[config.mk]
export PLATFORM = sky130hd
export DESIGN_NAME = gdc_door_plant
export DESIGN_NICKNAME = d
export VERILOG_FILES = /design/src/rtl/gdc_pkg.sv /design/src/rtl/gdc_step_timer.sv /design/src/rtl/gdc_door_plant.sv
export SDC_FILE = /design/constraint.sdc
export NUM_CORES = 1
export LEC_CHECK = 0
export ABC_CLOCK_PERIOD_IN_PS = 3880
export CAP_MARGIN = 20
export CORE_MARGIN = 4
export CORE_UTILIZATION = 50
export DETAILED_ROUTE_END_ITERATION = 6
export PLACE_DENSITY = 0.75
export SLEW_MARGIN = 5
export SYNTH_ARGS = -nofsm -noshare
export SYNTH_HDL_FRONTEND = slang
export SYNTH_SLANG_ARGS = --single-unit
[constraint.sdc]
create_clock -name clk -period 3.88 [get_ports clk]
set_input_delay 0.776 -clock clk [delete_from_list [all_inputs] [get_ports clk]]
set_output_delay 0.776 -clock clk [all_outputs]
set_load 0.05 [all_outputs]
[src/rtl/gdc_pkg.sv]
// Shared definitions for the garage door plant model.
//   plant_state_t : 2-bit plant state encoding (STOPPED, RAISING, LOWERING, FAULT)
//   FLT_*         : fault_code values reported on the fault_code output
package gdc_pkg;

  typedef enum logic [1:0] {
    STOPPED  = 2'b00,
    RAISING  = 2'b01,
    LOWERING = 2'b10,
    FAULT    = 2'b11
  } plant_state_t;

  localparam logic [1:0] FLT_NONE = 2'b00;
  localparam logic [1:0] FLT_BOTH = 2'b01;
  localparam logic [1:0] FLT_OVR  = 2'b10;

endpackage

[src/rtl/gdc_step_timer.sv]
// Step prescaler for the door plant.
// Counts clocks while enabled and emits a one-cycle step pulse at terminal
// count (every STEP_DIV counting clocks).
//   clk   : system clock
//   rst   : synchronous active-high reset
//   clr   : forces the count to zero (also means "not counting")
//   hold  : freezes the count and suppresses the step pulse
//   step  : terminal-count pulse, combinational from count and controls
module gdc_step_timer #(
  parameter int STEP_DIV = 4
) (
  input  logic clk,
  input  logic rst,
  input  logic clr,
  input  logic hold,
  output logic step
);

  // A divide-by-one still needs a 1-bit register; its count simply stays 0.
  localparam int CNT_W = (STEP_DIV > 1) ? $clog2(STEP_DIV) : 1;
  localparam logic [CNT_W-1:0] LAST = CNT_W'(STEP_DIV - 1);

  logic [CNT_W-1:0] cnt_reg;
  logic             tc;

  assign tc   = (cnt_reg == LAST);
  assign step = !clr && !hold && tc;

  always_ff @(posedge clk) begin
    if (rst || clr) begin
      cnt_reg <= '0;
    end else if (!hold) begin
      cnt_reg <= tc ? '0 : cnt_reg + CNT_W'(1);
    end
  end

endmodule

[src/rtl/gdc_door_plant.sv]
// Garage door mechanism plant: integrates door position from the motor
// commands and reports the limit switches back to the controller.
//   clk, rst     : clock and synchronous active-high reset
//   UP_M, DN_M   : raise / lower motor commands
//   stall        : obstruction, freezes motion while high
//   UP_Max       : open limit (position == TRAVEL)
//   DN_Max       : closed limit (position == 0)
//   position     : current door position
//   moving       : door actually travelling this cycle
//   fault        : sticky fault, cleared only by rst
//   fault_code   : first fault cause (FLT_BOTH / FLT_OVR)
module gdc_door_plant
  import gdc_pkg::*;
#(
  parameter int POS_W     = 8,
  parameter int TRAVEL    = 200,
  parameter int STEP_DIV  = 4,
  parameter int OVR_LIMIT = 8,
  parameter int INIT_OPEN = 0
) (
  input  logic             clk,
  input  logic             rst,
  input  logic             UP_M,
  input  logic             DN_M,
  input  logic             stall,
  output logic             UP_Max,
  output logic             DN_Max,
  output logic [POS_W-1:0] position,
  output logic             moving,
  output logic             fault,
  output logic [1:0]       fault_code
);

  localparam logic [POS_W-1:0] TOP_POS   = POS_W'(TRAVEL);
  localparam logic [POS_W-1:0] NEAR_TOP  = POS_W'(TRAVEL - 1);
  localparam logic [POS_W-1:0] NEAR_BOT  = POS_W'(1);
  localparam logic [POS_W-1:0] RESET_POS = (INIT_OPEN != 0) ? TOP_POS : '0;
  localparam int               OVR_W     = $clog2(OVR_LIMIT + 1);
  localparam logic [OVR_W-1:0] OVR_LAST  = OVR_W'(OVR_LIMIT - 1);

  plant_state_t     state_reg, state_next;
  logic [POS_W-1:0] pos_reg, pos_next;
  logic [OVR_W-1:0] ovr_reg, ovr_next;
  logic [1:0]       code_reg, code_next;

  logic at_top, at_bot, run, step;

  assign at_top = (pos_reg == TOP_POS);
  assign at_bot = (pos_reg == '0);

  // The prescaler only runs while the current direction's command is held
  // alone; any stop, reversal or fault clears it so no partial step survives.
  assign run = ((state_reg == RAISING)  && UP_M && !DN_M) ||
               ((state_reg == LOWERING) && DN_M && !UP_M);

  gdc_step_timer #(
    .STEP_DIV(STEP_DIV)
  ) u_step_timer (
    .clk (clk),
    .rst (rst),
    .clr (!run),
    .hold(stall),
    .step(step)
  );

  always_comb begin
    state_next = state_reg;
    pos_next   = pos_reg;
    ovr_next   = '0;
    code_next  = code_reg;
    if (state_reg != FAULT) begin
      if (UP_M && DN_M) begin
        state_next = FAULT;
        code_next  = FLT_BOTH;
      end else begin
        case (state_reg)
          STOPPED: begin
            // Pushing against a limit is tolerated for a short tail only.
            if ((UP_M && at_top) || (DN_M && at_bot)) begin
              if (ovr_reg == OVR_LAST) begin
                state_next = FAULT;
                code_next  = FLT_OVR;
              end else begin
                ovr_next = ovr_reg + OVR_W'(1);
              end
            end else if (UP_M) begin
              state_next = RAISING;
            end else if (DN_M) begin
              state_next = LOWERING;
            end
          end
          RAISING: begin
            if (!UP_M) begin
              state_next = STOPPED;
            end else if (step) begin
              pos_next = pos_reg + POS_W'(1);
              if (pos_reg == NEAR_TOP) state_next = STOPPED;
            end
          end
          LOWERING: begin
            if (!DN_M) begin
              state_next = STOPPED;
            end else if (step) begin
              pos_next = pos_reg - POS_W'(1);
              if (pos_reg == NEAR_BOT) state_next = STOPPED;
            end
          end
          default: state_next = FAULT;
        endcase
      end
    end
  end

  always_ff @(posedge clk) begin
    if (rst) begin
      state_reg <= STOPPED;
      pos_reg   <= RESET_POS;
      ovr_reg   <= '0;
      code_reg  <= FLT_NONE;
    end else begin
      state_reg <= state_next;
      pos_reg   <= pos_next;
      ovr_reg   <= ovr_next;
      code_reg  <= code_next;
    end
  end

  assign UP_Max     = at_top;
  assign DN_Max     = at_bot;
  assign position   = pos_reg;
  assign moving     = ((state_reg == RAISING) || (state_reg == LOWERING)) && !stall;
  assign fault      = (state_reg == FAULT);
  assign fault_code = code_reg;

endmodule
==> results of run 1 <==
==> power by group <==
part	switching (mW)	internal [mW]	total (mW)	leakage, nW
combinational	0.434	0.256	0.689	0.356
clock	0.0598	0.0572	0.117	0.0210
sequential	0.0537	0.222	0.276	0.146
==> critical path: stages <==
cell,delay [ns]
clkdlybuf4s50_1,0.49
nor2b_1,0.13
clkdlybuf4s50_1,0.80
==> routing by layer <==
layer	vias up	part of all wire
met1	534	0.43
met3	7	0.058
met5	-	0
li1	537	-
met2	34	0.49
met4	0	0.020
==> synthesized netlist by cell type (all sizes together) (4+ instances only) <==
library cell,n,share of area
nand3,5,0.021
nor2,17,0.053
buf,5,0.030
nor3,6,0.029
ha,10,0.10
dfxtp,18,0.30
xnor2,9,0.065
a211oi,4,0.025
nand3b,5,0.031
inv,9,0.028
a21oi,6,0.025
==> cell type report <==
| type | instances | area [µm²] |
|---|---|---|
| Timing Repair Buffer | 18 | 180 |
| Inverter | 9 | 33.8 |
| Fill cell | 220 | 836 |
| Clock buffer | 4 | 36.3 |
| Tap cell | 28 | 35.0 |
| Sequential cell | 18 | 360 |
| Multi-Input combinational cell | 108 | 773 |
==> how the worst max path moves through the flow <==
| stage | to | cells after the start |
|---|---|---|
| after floorplan | UP_Max | 3 |
| after global placement | moving | 3 |
| after detailed placement | moving | 3 |
| after CTS | moving | 3 |
| after global routing | moving | 3 |
| final | moving | 3 |
==> logic make-up (layout without fill, tap and decap cells) <==
family / after synthesis / count (layout)
and+or+nand+nor: 57 / 57
muxes: 2 / 2
DFF: 18 / 18
buffers and inverters: 17 / 31
xor gates and xnor gates: 10 / 10
adders and majority gates: 10 / 10
AOI/OAI and AO/OA: 29 / 29
==> summary.txt, run 1 <==
Run status
  – Outcome: finished clean

Synthesis
  – Ys flop type: dfxtp_1
  – Synth Area in Adders: 0.103
  – Total nets after synthesis: 158
  – FF+latch count, synth: 18
  – Ys async rst share: 0
  – Mapped Cells: 143
  – Main combinational cell family by area after synthesis: simple AND/OR/NAND/NOR gates
  – Netlist Area Pre-Place: 0.00121 mm²
  – Post-Synth Simple-Gate Area: 0.268
  – Library cells used by synthesis: 42
  – Syn_area_per_cell: 8.50 µm²
  – Post-synthesis sequential area ratio: 0.297
  – Number of flops mapped to enable cells by yosys: 0
  – XOR/XNOR Fraction of Synth Area: 0.0721
  – Mux share of post-synthesis cell area: 0.0165
  – Ys Warns: 0
  – Post-synthesis compound-gate area fraction: 0.177

Worst setup path
  – Setup Crit Path Kind: in -> out
  – RR Endpoint: position[7]$_SDFFE_PP0P_
  – Reg2Reg Setup Slack: 1.75 ns
  – Worst Reg2Reg Path Length in Cells: 7
  – CP endpoint kind: output pin
  – Crit path DAT: 2.20 ns
  – CP Launch Type: primary input
  – Crit path max fanout: 5
  – Crit path required time: 3.10 ns
  – Crit path from: stall
  – Reg2Reg Launch Point: state_reg[0]$_SDFFE_PP0P_

Global routing
  – Largest net degree at the start of global routing: 17
  – Met1 Track Usage GR: 0.219
  – Gr ovfl total: 0
  – Initial antenna violation count: 0
  – Met2 usage: 0.297
  – Tot GR Track Use: 0.173
  – Vias in the first global route: 1071
  – First-pass GRT wire length: 4660 µm
  – Global Route met3 Usage: 0.0294
  – GR peak layer: met2

Layout
  – Layout area overhead: 16.8%
  – Design area: 0.00142 mm²
  – Share of cells above drive strength 1: 0.0701
  – Commonest cells after routing, fill and taps aside: dfxtp_1, clkdlybuf4s50_1, nor2_1
  – Antenna fix cells: 0
  – Final nets: 173
  – Max reg flops: 8
  – Finished Core Util: 0.629
  – Layout Cells excl Fill: 185

Clock network
  – Root Driver: clkbuf_4
  – CTS sink cnt: 18
  – H-tree depth: 1
  – Clock transition at path regs: 0.10 ns
  – CTS Buf Count: 3
  – Cts repair resizes: 0
  – Clock Path Buffers: 2
  – Setup Buffers After CTS: 0
  – CTS tree: done
  – Hold_buf cts: 0
  – Clk Latency, worst-skew pair: 0.30 ns

STA
  – Setup_tns: 0 ns
  – Worst setup margin: 0.906 ns
  – Finish-stage setup viols: 0
  – Post-route clock period utilization: 0.767
  – RSZ-0062 raised after global routing: no
  – Max-slew violation count: 0
  – Fin crit period: 2.97 ns
  – Fmax: 0.336 GHz
  – Clock skew: 0.00900 ns
  – Worst Max-Slew Pin Slew: 0.573 ns
  – WHS: 0.461 ns
  – Final Hold Violating Endpoints: 0
  – Slew HR: 0.615

Min path
  – Min-Delay Path Depth: 1
  – Hold WC Path Type: reg -> reg
  – Worst hold start: ovr_reg[0]$_SDFF_PP0_
  – Hold Path Sink: ovr_reg[0]$_SDFF_PP0_

Drt
  – DRT iter0 DRCs: 26
  – First-pass iteration count of the detailed router: 4
  – Vias post-DR: 1112
  – Via-to-Cell Ratio: 6.01
  – DRC Markers: 0
  – Drt wl/cell: 14.3 µm
  – Detailed Route WL: 2650 µm
  – Antenna Violating Nets Remaining: 0

Placement
  – GPL Wtd Cong: 0.819
  – Pre-CTS WS: 0.900 ns
  – Hpwl dp: 1980 µm
  – Inst Count DP: 181
  – Dpl cell area: 0.00138 mm²
  – Input/output buffers: 18

Floorplan
  – Chip Height: 57.3 µm
  – DIE WIDTH: 57.3 µm
  – Core area: 0.00225 mm²
  – I/O pin cnt: 19
  – DIE AREA: 0.00328 mm²
  – Initial Utilization: 0.539
  – Cell row count: 17

Power
  – Leak Pwr: 0.523 nW
  – Power, Total: 1.08 mW
  – VDD IR-drop max: 0.503 mV
  – Pwr dens: 763 mW/mm²

Run
  – Max Cap Viol: 0
Power figures use the tool's default switching activity.
==> run 2, diff against run 1 <==
ABC_CLOCK_PERIOD_IN_PS = 2850   (was 3880)
clock period = 2.85 ns   (was 3.88 ns; I/O delays follow)
==> run 2 against run 1 <==
  * Worst hold slack worse by 0.0026 ns
  * Power up 36%
  * Combinational power up 35%
  * Clock skew down 0.0042 ns
  * Worst setup slack worse by 0.79 ns
  * Die area unchanged
  * Sequential share of layout area unchanged
  * Non-clock buffer count unchanged
  * Clock power up 36%
  * Final cell count unchanged
  * Wire length down 0.19%
  * Sequential power up 36%
  * Critical endpoint is now UP_Max
  * Largest cell class unchanged
  * Highest routed layer unchanged
==> summary.txt, run 2 (synthesis results as in run 1) <==
Drt
  – First-pass iteration count of the detailed router: 4 (unchanged)
  – DRC Markers: 0 (unchanged)
  – DRT iter0 DRCs: 56 (+120%)
  – Vias post-DR: 1114 (+0.18%)
  – Drt wl/cell: 14.3 µm (-0.19%)
  – Via-to-Cell Ratio: 6.02 (+0.18%)
  – Detailed Route WL: 2640 µm (-0.19%)
  – Antenna Violating Nets Remaining: 0 (unchanged)

Placement
  – Input/output buffers: 18 (unchanged)
  – Dpl cell area: 0.00138 mm² (-0.18%)
  – Hpwl dp: 1920 µm (-2.8%)
  – GPL Wtd Cong: 0.805 (-1.7%)

Floorplan
  – I/O pin cnt: 19 (unchanged)
  – Cell row count: 17 (unchanged)
  – DIE WIDTH: 57.3 µm (unchanged)
  – Initial Utilization: 0.539 (unchanged)
  – DIE AREA: 0.00328 mm² (unchanged)
  – Chip Height: 57.3 µm (unchanged)
  – Core area: 0.00225 mm² (unchanged)

Power
  – Power Internal: 0.723 mW (+35%)
  – Switching pwr: 0.745 mW (+36%)
  – Seq pwr share: 0.256 (about the same)
  – Leak Pwr: 0.530 nW (+1.3%)
  – Pwr dens: 1030 mW/mm² (+36%)
  – Sw Ratio: 0.508 (+0.00187)
  – Comb pwr share: 0.636 (about the same)
  – VDD IR-drop max: 0.599 mV (+19%)
  – Clock Power Share: 0.108 (about the same)

STA
  – Post-route clock period utilization: 0.959
  – Fmax: 0.366 GHz
  – WHS: 0.458 ns (-0.00256 ns)
  – Final Hold Violating Endpoints: 0 (unchanged)
  – Worst Max-Slew Pin Slew: 0.587 ns (+0.0136 ns)
  – Max-slew violation count: 0 (unchanged)
  – RSZ-0062 raised after global routing: no
  – Setup_tns: 0 ns (unchanged)
  – Fin crit period: 2.73 ns
  – Slew HR: 0.607 (-0.00772)
  – Clock skew: 0.00484 ns (-0.00416 ns)
  – Finish-stage setup viols: 0 (unchanged)

Layout
  – Max reg flops: 8 (unchanged)
  – Final nets: 173 (unchanged)
  – Most common cell after layout, fill and taps aside: dfxtp_1
  – Commonest cells after routing, fill and taps aside: dfxtp_1, nor2_1, clkdlybuf4s50_1
  – Design area: 0.00142 mm² (unchanged)
  – Fillers: 203 (-7.7%)
  – Share of cells above drive strength 1: 0.0764 (+0.00637)
  – Layout area overhead: 16.8% (unchanged)
  – Antenna fix cells: 0 (unchanged)

Global routing
  – Tot GR Track Use: 0.173 (-0.000465)
  – Gr ovfl total: 0 (unchanged)
  – Vias in the first global route: 1040 (-2.9%)
  – First-pass GRT wire length: 4620 µm (-0.73%)
  – Largest net degree at the start of global routing: 17 (unchanged)
  – Initial antenna violation count: 0 (unchanged)

Clock network
  – CTS Buf Count: 3 (unchanged)
  – Root Driver: clkbuf_4
  – Clock Path Buffers: 2 (unchanged)
  – CTS sink cnt: 18 (unchanged)
  – CTS tree: done
  – Clk Latency, worst-skew pair: 0.30 ns (about the same)
  – Setup Buffers After CTS: 0 (unchanged)
  – Clock transition at path regs: 0.10 ns (about the same)
  – H-tree depth: 1 (unchanged)

Worst setup path
  – Crit path max fanout: 7 (+2)
  – Reg2Reg Launch Point: state_reg[0]$_SDFFE_PP0P_
  – Setup Crit Path Kind: reg -> out
  – CP Launch Type: register
  – Crit path required time: 2.28 ns (-0.82 ns)
  – Crit path from: position[0]$_SDFFE_PP0P_
  – Crit path DAT: 2.16 ns (-0.04 ns)
  – CP endpoint kind: output pin

Run status
  – Outcome: finished clean

Run
  – Max Cap Viol: 0 (unchanged)

Min path
  – Worst hold start: ovr_reg[0]$_SDFF_PP0_
  – Hold WC Path Type: reg -> reg
## run 2: cell count changes in the layout (fill, tap and decap cells not counted), sizes merged
cell / delta
clkdlybuf4s50: -2
dlymetal6s2s: +1
buf: +1
## run 2: what timing repair did
action,CTS,global route
setup endpoints to repair,0,1
hold buffers,0,0
resized for setup,0,1
## run 2: metal layers
metal  up-vias  track usage  part of all wire
met4         0       0.0596             0.017
met1       534        0.239              0.46
met2        40        0.266              0.45
li1        535            -                 -
met3         5       0.0362             0.063
met5         -            0                 0
## run 2: through the flow
step                      setup WS, ns  utilization  power (mW)  cells
after detailed placement         0.377        0.612        1.31    181
after global routing            0.0165        0.629        1.56    185
after global placement           0.448        0.612        1.29    181
final                            0.117        0.629        1.47    185
after floorplan                  0.557            -        1.08    143
after CTS                        0.113        0.628        1.47    185
## run 2: worst max-delay path, cell delays in order, from the launching register on
cell and delay, ns:
dfxtp_1 0.40, inv_1 0.11, ha_1 0.18, nand3b_1 0.10
nor3_2 0.22, clkdlybuf4s50_1 0.86
## run 2: area by class of cell
| type | count | area, µm² | area share |
|---|---|---|---|
| Clock buffer | 4 | 36.3 | 0.0256 |
| Inverter | 9 | 33.8 | 0.0238 |
| Multi-Input combinational cell | 108 | 773 | 0.545 |
| Sequential cell | 18 | 360 | 0.254 |
| Tap cell | 28 | 35.0 | 0.0247 |
| Timing Repair Buffer | 18 | 180 | 0.127 |
## run 2: power by group through the flow
stage / Sequential (mW) / Clock, mW / Combinational [mW]
after floorplan: 0.462 / 0 / 0.619
after global placement: 0.375 / 0 / 0.915
after detailed placement: 0.380 / 0 / 0.929
after CTS: 0.375 / 0.162 / 0.934
after global routing: 0.388 / 0.170 / 1.00
final: 0.376 / 0.159 / 0.933
## run 2: path summary, 6_finish.rpt
kind | endpoint | cells after the start | slack [ns]
hold / removal | ovr_reg[0]$_SDFF_PP0_ | 1 | 0.46
hold reg to reg | ovr_reg[0]$_SDFF_PP0_ | 1 | 0.46
setup / recovery | UP_Max | 5 | 0.12
setup reg to reg | position[7]$_SDFFE_PP0P_ | 7 | 0.71
==> run 3, diff against run 2 <==
CTS_BUF_LIST = sky130_fd_sc_hd__clkbuf_16   (was not set)
==> run 3 against run 2 <==
  * Clock-buffer cell count fell by 1
  * First-iteration DRC count fell by 27%
  * Sequential cell count is the same
  * Critical path type unchanged
  * Die area unchanged
  * Critical endpoint unchanged
  * Power increased by 9.6%
==> summary.txt, run 3 (synthesis results as in run 1) <==
Worst setup path
  – Worst Reg2Reg Path Length in Cells: 7 (unchanged)
  – Worst path depth: 5 (unchanged)
  – Slowest-stage cell, CP: clkdlybuf4s50_1
  – Buf+Inv Stages, Crit Path: 2 (unchanged)
  – Reg2Reg Launch Point: state_reg[0]$_SDFFE_PP0P_
  – RR Endpoint: position[7]$_SDFFE_PP0P_
  – CP Launch Type: register
  – Crit path max-delay family: buffers and inverters
  – Crit path DAT: 2.15 ns (about the same)
  – Crit path required time: 2.28 ns (about the same)
  – CP endpoint kind: output pin
  – Worst path cell trace: inv_1 -> ha_1 -> nand3b_1 -> nor3_2 -> clkdlybuf4s50_1
  – Setup Crit Path Kind: reg -> out
  – Crit path max fanout: 6 (-1)
  – Reg2Reg Setup Slack: 0.71 ns (about the same)
  – Slowest cell delay on critical path: 0.86 ns (about the same)

Floorplan
  – Initial Utilization: 0.539 (unchanged)
  – DIE WIDTH: 57.3 µm (unchanged)
  – Chip Height: 57.3 µm (unchanged)
  – Core area: 0.00225 mm² (unchanged)
  – Cell row count: 17 (unchanged)
  – I/O pin cnt: 19 (unchanged)
  – DIE AREA: 0.00328 mm² (unchanged)

STA
  – Worst Max-Slew Pin Slew: 0.600 ns (+0.0128 ns)
  – RSZ-0062 raised after global routing: no
  – Max-slew violation count: 0 (unchanged)
  – Fin crit period: 2.72 ns (-0.00830 ns)
  – Fmax: 0.367 GHz (+0.30%)
  – WHS: 0.452 ns (-0.00603 ns)
  – Setup_tns: 0 ns (unchanged)
  – Clock skew: 0.00183 ns (-0.00301 ns)
  – Final Hold Violating Endpoints: 0 (unchanged)
  – Finish-stage setup viols: 0 (unchanged)
  – Post-route clock period utilization: 0.956 (-0.00291)
  – Slew HR: 0.599 (-0.00856)

Global routing
  – Largest net degree at the start of global routing: 17 (unchanged)
  – Initial antenna violation count: 0 (unchanged)
  – Gr ovfl total: 0 (unchanged)
  – Tot GR Track Use: 0.178 (+0.00511)
  – First-pass GRT wire length: 4760 µm (+3.0%)
  – Vias in the first global route: 1076 (+3.5%)

Drt
  – Detailed Route WL: 2760 µm (+4.5%)
  – DRT iter0 DRCs: 41 (-27%)
  – Via-to-Cell Ratio: 6.09 (+1.2%)
  – First-pass iteration count of the detailed router: 5 (+1)
  – DRC Markers: 0 (unchanged)
  – Antenna Violating Nets Remaining: 0 (unchanged)
  – Drt wl/cell: 14.9 µm (+4.5%)
  – Vias post-DR: 1127 (+1.2%)

Clock network
  – CTS Buf Count: 3 (unchanged)
  – Clk Latency, worst-skew pair: 0.25 ns (-0.05 ns)
  – H-tree depth: 1 (unchanged)
  – Cts repair resizes: 0 (unchanged)
  – Setup Buffers After CTS: 0 (unchanged)
  – Clock transition at path regs: 0.05 ns (-0.05 ns)
  – CTS sink cnt: 18 (unchanged)
  – Hold_buf cts: 0 (unchanged)
  – Clock Path Buffers: 2 (unchanged)
  – CTS tree: done
  – Root Driver: clkbuf_16

Layout
  – Antenna fix cells: 0 (unchanged)
  – Share of cells above drive strength 1: 0.0701 (-0.00637)
  – Commonest cells after routing, fill and taps aside: dfxtp_1, nor2_1, clkdlybuf4s50_1
  – Layout area overhead: 20.1%
  – Final nets: 173 (unchanged)
  – Max reg flops: 8 (unchanged)
  – Most common cell after layout, fill and taps aside: dfxtp_1

Power
  – Leak Pwr: 0.542 nW (+2.3%)
  – VDD IR-drop max: 0.750 mV (+25%)
  – Pwr dens: 1100 mW/mm² (+6.6%)

Min path
  – Hold Path Sink: ovr_reg[0]$_SDFF_PP0_
  – Min-Delay Path Depth: 1 (unchanged)
  – Worst hold start: ovr_reg[0]$_SDFF_PP0_
  – Hold WC Path Type: reg -> reg

Run
  – Max Cap Viol: 0 (unchanged)

Placement
  – GPL Wtd Cong: 0.805 (unchanged)
  – Hpwl dp: 1920 µm (unchanged)
  – Input/output buffers: 18 (unchanged)

Run status
  – Outcome: finished clean
[run 3: report_power, final]
| group | switching (mW) | internal, mW | total [mW] |
|---|---|---|---|
| combinational | 0.602 | 0.346 | 0.949 |
| sequential | 0.0760 | 0.303 | 0.379 |
| clock | 0.0949 | 0.186 | 0.281 |
[run 3: final cells by class]
type | count | area, µm²
Clock inverter | 1 | 3.75
Sequential cell | 18 | 360
Fill cell | 196 | 796
Inverter | 9 | 33.8
Timing Repair Buffer | 18 | 178
Multi-Input combinational cell | 108 | 773
Clock buffer | 3 | 75.1
Tap cell | 28 | 35.0
[run 3: through the flow]
stage	power [mW]	utilization	worst slack (ns)	instances	area, µm²
final	1.61	0.647	0.125	185	1460
after global placement	1.29	0.612	0.448	181	1380
after CTS	1.60	0.647	0.138	185	1460
after floorplan	1.08	-	0.557	143	1210
after global routing	1.69	0.647	0.0644	185	1460
after detailed placement	1.31	0.612	0.377	181	1380
[run 3: how the worst max path moves through the flow]
stage / to / from
finish: UP_Max / position[1]$_SDFFE_PP0P_
global placement: position[0]$_SDFFE_PP0P_ / UP_M
global route: UP_Max / position[1]$_SDFFE_PP0P_
CTS: UP_Max / position[1]$_SDFFE_PP0P_
floorplan: state_reg[1]$_SDFFE_PP0P_ / position[4]$_SDFFE_PP0P_
detailed placement: position[7]$_SDFFE_PP0P_ / UP_M
[run 3: metal layers]
metal  GRT usage  wire (µm)
met2       0.281       1290
met3      0.0430        200
met4      0.0530         25
met5           0          0
met1       0.240       1240
[run 3: worst reg2reg max path, delay by kind of cell, from the launching register on]
kind	cells	cell delay, ns
compound gates	2	0.67
flops	1	0.37
simple gates	2	0.34
fa+ha+maj	1	0.35
xor+xnor	1	0.19
buf+inv	1	0.09
